`src/rtl/rf_wb_arbiter_pkg.sv`:
```
// Shared widths and helpers for the register-file writeback arbiter slice.
// Defaults match reg_file so both sides agree on data and address widths.
package rf_wb_arbiter_pkg;

  localparam int unsigned DATA_WIDTH_DEF = 32;
  localparam int unsigned ADDR_WIDTH_DEF = 5;
  localparam int unsigned CNT_WIDTH      = 32;

  localparam logic [CNT_WIDTH-1:0] CNT_MAX = '1;

  // A single requester still needs a 1-bit pointer so the ports stay legal.
  function automatic int unsigned ptr_width(input int unsigned n);
    return (n > 1) ? $clog2(n) : 1;
  endfunction

  function automatic logic [CNT_WIDTH-1:0] sat_inc(input logic [CNT_WIDTH-1:0] v);
    return (v == CNT_MAX) ? v : v + 1'b1;
  endfunction

endpackage

```
`src/rtl/rf_wb_arbiter_rr_arbiter.sv`:
```
// Round-robin arbiter: grants the first valid requester at or after rr_ptr and
// moves the pointer just past the winner when the grant is consumed.
module rr_arbiter
  import rf_wb_arbiter_pkg::*;
#(
  parameter  int unsigned N  = 2,
  localparam int unsigned IW = ptr_width(N)
) (
  input  logic          clk,
  input  logic          rst_n,
  input  logic [N-1:0]  req_valid,
  input  logic          advance,
  output logic [N-1:0]  grant_onehot,
  output logic [IW-1:0] grant_idx
);

  logic [IW-1:0] rr_ptr;
  logic [IW-1:0] idx;
  logic          found;

  always_comb begin
    grant_onehot = '0;
    grant_idx    = '0;
    found        = 1'b0;
    idx          = '0;
    for (int unsigned k = 0; k < N; k++) begin
      idx = IW'((32'(rr_ptr) + k) % N);
      if (!found && req_valid[idx]) begin
        found             = 1'b1;
        grant_onehot[idx] = 1'b1;
        grant_idx         = idx;
      end
    end
  end

  always_ff @(posedge clk) begin
    if (!rst_n) begin
      rr_ptr <= '0;
    end else if (advance) begin
      rr_ptr <= IW'((32'(grant_idx) + 1) % N);
    end
  end

endmodule

```
`src/rtl/rf_wb_arbiter.sv`:
```
// Shares the register-file write port among NREQ writeback requesters, stages
// the winning write for one cycle and bypasses it onto both read ports.
module rf_wb_arbiter
  import rf_wb_arbiter_pkg::*;
#(
  parameter int unsigned NREQ       = 2,
  parameter int unsigned DATA_WIDTH = DATA_WIDTH_DEF,
  parameter int unsigned ADDR_WIDTH = ADDR_WIDTH_DEF
) (
  input  logic                       clk,
  input  logic                       rst_n,
  input  logic [NREQ-1:0]            req_valid,
  output logic [NREQ-1:0]            req_ready,
  input  logic [NREQ*ADDR_WIDTH-1:0] req_addr,
  input  logic [NREQ*DATA_WIDTH-1:0] req_data,
  output logic                       rf_wen,
  output logic [ADDR_WIDTH-1:0]      rf_waddr,
  output logic [DATA_WIDTH-1:0]      rf_wdata,
  input  logic [ADDR_WIDTH-1:0]      raddr1,
  input  logic [ADDR_WIDTH-1:0]      raddr2,
  input  logic [DATA_WIDTH-1:0]      rf_rdata1,
  input  logic [DATA_WIDTH-1:0]      rf_rdata2,
  output logic [DATA_WIDTH-1:0]      fwd_rdata1,
  output logic [DATA_WIDTH-1:0]      fwd_rdata2,
  output logic [CNT_WIDTH-1:0]       conflict_cnt
);

  localparam int unsigned IW = ptr_width(NREQ);

  logic [NREQ-1:0]       grant_onehot;
  logic [IW-1:0]         grant_idx;
  logic                  accept;
  logic                  wen_q;
  logic [ADDR_WIDTH-1:0] sel_addr;
  logic [DATA_WIDTH-1:0] sel_data;
  int unsigned           n_valid;

  rr_arbiter #(.N(NREQ)) u_rr (
    .clk          (clk),
    .rst_n        (rst_n),
    .req_valid    (req_valid),
    .advance      (accept),
    .grant_onehot (grant_onehot),
    .grant_idx    (grant_idx)
  );

  assign req_ready = rst_n ? grant_onehot : '0;
  assign accept    = |req_ready;
  assign sel_addr  = req_addr[32'(grant_idx)*ADDR_WIDTH +: ADDR_WIDTH];
  assign sel_data  = req_data[32'(grant_idx)*DATA_WIDTH +: DATA_WIDTH];

  // Gating with rst_n drops a staged write in the very cycle reset is applied.
  assign rf_wen = wen_q & rst_n;

  always_ff @(posedge clk) begin
    if (!rst_n) begin
      wen_q    <= 1'b0;
      rf_waddr <= '0;
      rf_wdata <= '0;
    end else if (accept) begin
      wen_q    <= (sel_addr != '0);
      rf_waddr <= sel_addr;
      rf_wdata <= sel_data;
    end else begin
      wen_q    <= 1'b0;
    end
  end

  always_comb begin
    n_valid = 0;
    for (int unsigned i = 0; i < NREQ; i++) begin
      n_valid = n_valid + 32'(req_valid[i]);
    end
  end

  always_ff @(posedge clk) begin
    if (!rst_n) begin
      conflict_cnt <= '0;
    end else if (n_valid >= 2) begin
      conflict_cnt <= sat_inc(conflict_cnt);
    end
  end

  always_comb begin
    fwd_rdata1 = rf_rdata1;
    if (raddr1 == '0) begin
      fwd_rdata1 = '0;
    end else if (rf_wen && (raddr1 == rf_waddr)) begin
      fwd_rdata1 = rf_wdata;
    end
  end

  always_comb begin
    fwd_rdata2 = rf_rdata2;
    if (raddr2 == '0) begin
      fwd_rdata2 = '0;
    end else if (rf_wen && (raddr2 == rf_waddr)) begin
      fwd_rdata2 = rf_wdata;
    end
  end

endmodule

```
`config.mk`:
```
export PLATFORM = sky130hd
export DESIGN_NAME = rf_wb_arbiter
export DESIGN_NICKNAME = d
export VERILOG_FILES = /design/src/rtl/rf_wb_arbiter_pkg.sv /design/src/rtl/rf_wb_arbiter_rr_arbiter.sv /design/src/rtl/rf_wb_arbiter.sv
export SDC_FILE = /design/constraint.sdc
export NUM_CORES = 1
export LEC_CHECK = 0
export ABC_AREA = 1
export BUFFER_PORTS_ARGS = -buffer_cell sky130_fd_sc_hd__buf_2
export CAP_MARGIN = 20
export CORE_MARGIN = 3
export CORE_UTILIZATION = 45
export DETAILED_ROUTE_END_ITERATION = 16
export PLACE_DENSITY = 0.9
export SLEW_MARGIN = 25
export SYNTH_ARGS = -nofsm -noshare
export SYNTH_HDL_FRONTEND = slang
export SYNTH_SLANG_ARGS = --single-unit
```
`constraint.sdc`:
```
create_clock -name clk -period 3.9 [get_ports clk]
set_clock_uncertainty 0.05 [all_clocks]
set_input_delay 0.78 -clock clk [delete_from_list [all_inputs] [get_ports clk]]
set_output_delay 0.78 -clock clk [all_outputs]
set_load 0.005 [all_outputs]
```
==> results.yml <==
run_status:
  outcome: "completed"
final_layout:
  layout_common_cells: "buf_2 (287), nand2_1 (244), dfxtp_1 (71)"
  area_growth_pct: 35.02
  nets: 1237
  drive_gt1_share_pct: 33.79
  layout.cells.most_common: "buf_2"
clock_tree:
  insertion_delay_ns: 0.33
  cts_resized: 0
  clkTransAtPathRegs_ns: 0.05
  tritoncts: "yes"
  postCtsSetupBuffers: 0
  ctsHoldBuffers: 0
  clockBufferDepth: 2
  cts-htree-levels: 3
  cts_buffers: 9
  clock-root-buffer: "clkbuf_16"
  clock-sinks: 71
logic_synthesis:
  synth_area_leader_cell: "dfxtp_1"
  synth_xor_area_share_pct: 3.043
  synth_top_family_by_area: "simple AND/OR/NAND/NOR gates"
  synth_seq_cells: 71
  synth-adder-area-share_pct: 0.2415
  syn_nets: 981
  synth-simple-area-share_pct: 39.56
  synth_cells: 828
  synth_top_area_share_pct: 27.43
  synth_compound_area_share_pct: 20.86
  yosysWarnings: 0
  ys_types: 32
  syn_avg_cell_area_um2: 6.258
  seq_area_frac_synth_pct: 27.43
  synth.mux.area_fraction_pct: 0.1932
  synthTopCellsByArea: "dfxtp_1 (27%), nand2_1 (18%), nand4_1 (8.2%)"
  synth_area_um2: 5181
drt:
  ant_nets: 0
  wl_um: 21980
  drc: 0
  drt-vias-per-instance: 5.755
  first_pass_iters: 6
  drtIter0Drc: 767
  drt-wirelength-per-cell_um: 17.85
  num_vias: 7085
grt:
  overflow: 0
  grt_pass1_vias: 6474
  antenna_found_initial: 4
  grt_pass1_wl_um: 33770
  gr-usage-all-layers_pct: 32.86
  grt_max_degree: 42
power_and_ir_drop:
  power_leakage_nw: 3.382
  p_per_area_nw_per_um2: 318.1
  ir_worst_vdd_mv: 0.2264
  finalPower_w: 0.002225
critical_path:
  path_class: "input pin to output port"
  startpoint: "rst_n"
  cpPeakStageDelay_ns: 0.35
  crit_required_ns: 3.07
  end_kind: "output port"
  crit_arrival_ns: 2.30
  rrSetupSlack_ns: 1.60
  r2r_start: "conflict_cnt[0]$_SDFFE_PN0P_"
  cp_slowest_cell: "buf_4"
  path_max_fanout: 22
  worstPathCellList: "buf_2 > nand2_1 > inv_1 > o21ai_1 > nor2_2 > nand3_1 > buf_4 > nand2_1 > a21oi_1 > buf_2"
  cp-start-kind: "input pin"
floorplan:
  dieWidth_um: 113.3
  die-area_um2: 12840
  rows: 38
  start_util_pct: 46.97
  core_um2: 11030
  io-pin-count: 288
  die_h_um: 113.3
sta:
  rsz0062_at_grt: "false"
  relSlewSlack_pct: 50.86
  max_freq_ghz: 0.3195
  finalSetupViolations: 0
  post-route-period-util_pct: 80.27
  tns_ns: 0
  hold_viol_final: 0
  drv_slew: 0
  tightestPinTransition_ns: 0.7331
  worst_slack_ns: 0.7697
  finalCriticalPeriod_ns: 3.130
placement:
  port-buffer-count: 287
  hpwl_um: 16720
  routabilityCongestion: 0.9377
  place_ws_ns: 0.8029
job:
  drv_cap: 0
worst_hold_path:
  hp-class: "flip-flop to flip-flop"
  min_from: "u_rr.rr_ptr$_SDFFE_PN0P_"
==> cells by family (layout without fill, tap and decap cells) <==
group | Yosys count | after routing
AND/OR/NAND/NOR | 457 | 457
AO/OA/AOI/OAI | 177 | 177
buffers and inverters | 103 | 364
flip-flops | 71 | 71
XOR/XNOR | 18 | 18
adder cells (fa/ha/maj) | 1 | 1
multiplexers | 1 | 1
other | 0 | 2
==> cells in the mapped netlist <==
library cell  instances
nand2_2               9
or2_2                 1
nor2_2                1
nand2_4               3
buf_12                3
xnor2_1               7
o21ai_1               2
nand2_1             246
inv_2                 2
a21oi_1              44
a31oi_1              32
dfxtp_1              71
a21boi_0              3
a21boi_1             30
nor2_4                3
mux2i_1               1
and2_1                1
o21ai_0              46
nor2_1               66
o22ai_1               1
buf_2                11
nor2_8                1
inv_1                40
ha_1                  1
clkinv_1              1
nor3_1                5
clkbuf_1             44
xor2_1               11
nand3_1              53
buf_1                 2
nand4_1              68
a21oi_2              19
==> area by class of cell <==
type / count / area (um2)
Tap cell: 140 / 175.2
Clock buffer: 11 / 242.7
Fill cell: 1015 / 4035
Multi-Input combinational cell: 654 / 3337
Inverter: 43 / 161.4
Timing Repair Buffer: 305 / 1572
Antenna cell: 2 / 5.005
Sequential cell: 71 / 1421
Clock inverter: 5 / 81.33
==> flip-flops by register name, summed over array words and instances, names as in the netlist <==
register      cells
rf_waddr          5
rf_wdata         32
wen_q             1
u_rr.rr_ptr       1
conflict_cnt     32
==> path summary, 6_finish.rpt <==
check                                        to  cells past startpoint
setup / recovery                  fwd_rdata1[0]                     10
hold / removal         u_rr.rr_ptr$_SDFFE_PN0P_                      2
setup reg to reg  conflict_cnt[10]$_SDFFE_PN0P_                     10
hold reg to reg        u_rr.rr_ptr$_SDFFE_PN0P_                      2
==> worst max-delay path: cells and delay by family <==
kind / cells / cell delay [ns]
buffers and inverters: 4 / 0.67
AO/OA/AOI/OAI: 2 / 0.27
AND/OR/NAND/NOR: 4 / 0.56
==> through the flow <==
step           util (%)  cells  area (um2)  hold WS, ns
6_report          63.42   1231        6995       0.4641
5_1_grt           63.42   1231        6995       0.5113
3_3_place_gp      60.41   1213        6664       0.4419
3_5_place_dp      60.41   1213        6664       0.4508
4_1_cts           63.35   1229        6988       0.4671
2_1_floorplan         -    828        5181       0.4236
==> routing by layer <==
metal | part of all wire, % | up-vias | global-route usage, %
li1 | - | 3320 | -
met1 | 37 | 3184 | 41.10
met2 | 49 | 498 | 56.48
met3 | 10 | 79 | 5.401
met4 | 4.0 | 4 | 12.66
met5 | 0.10 | - | 0
==> where the power goes <==
group          total (W)  internal (W)  leakage, nW  switching (W)
clock           0.000905      0.000578        0.156       0.000327
sequential      0.000825      0.000767        0.581      0.0000579
combinational   0.000495      0.000194         2.64       0.000300
total            0.00222       0.00154         3.38       0.000685
No activity file was read; power rests on OpenSTA's default activity.
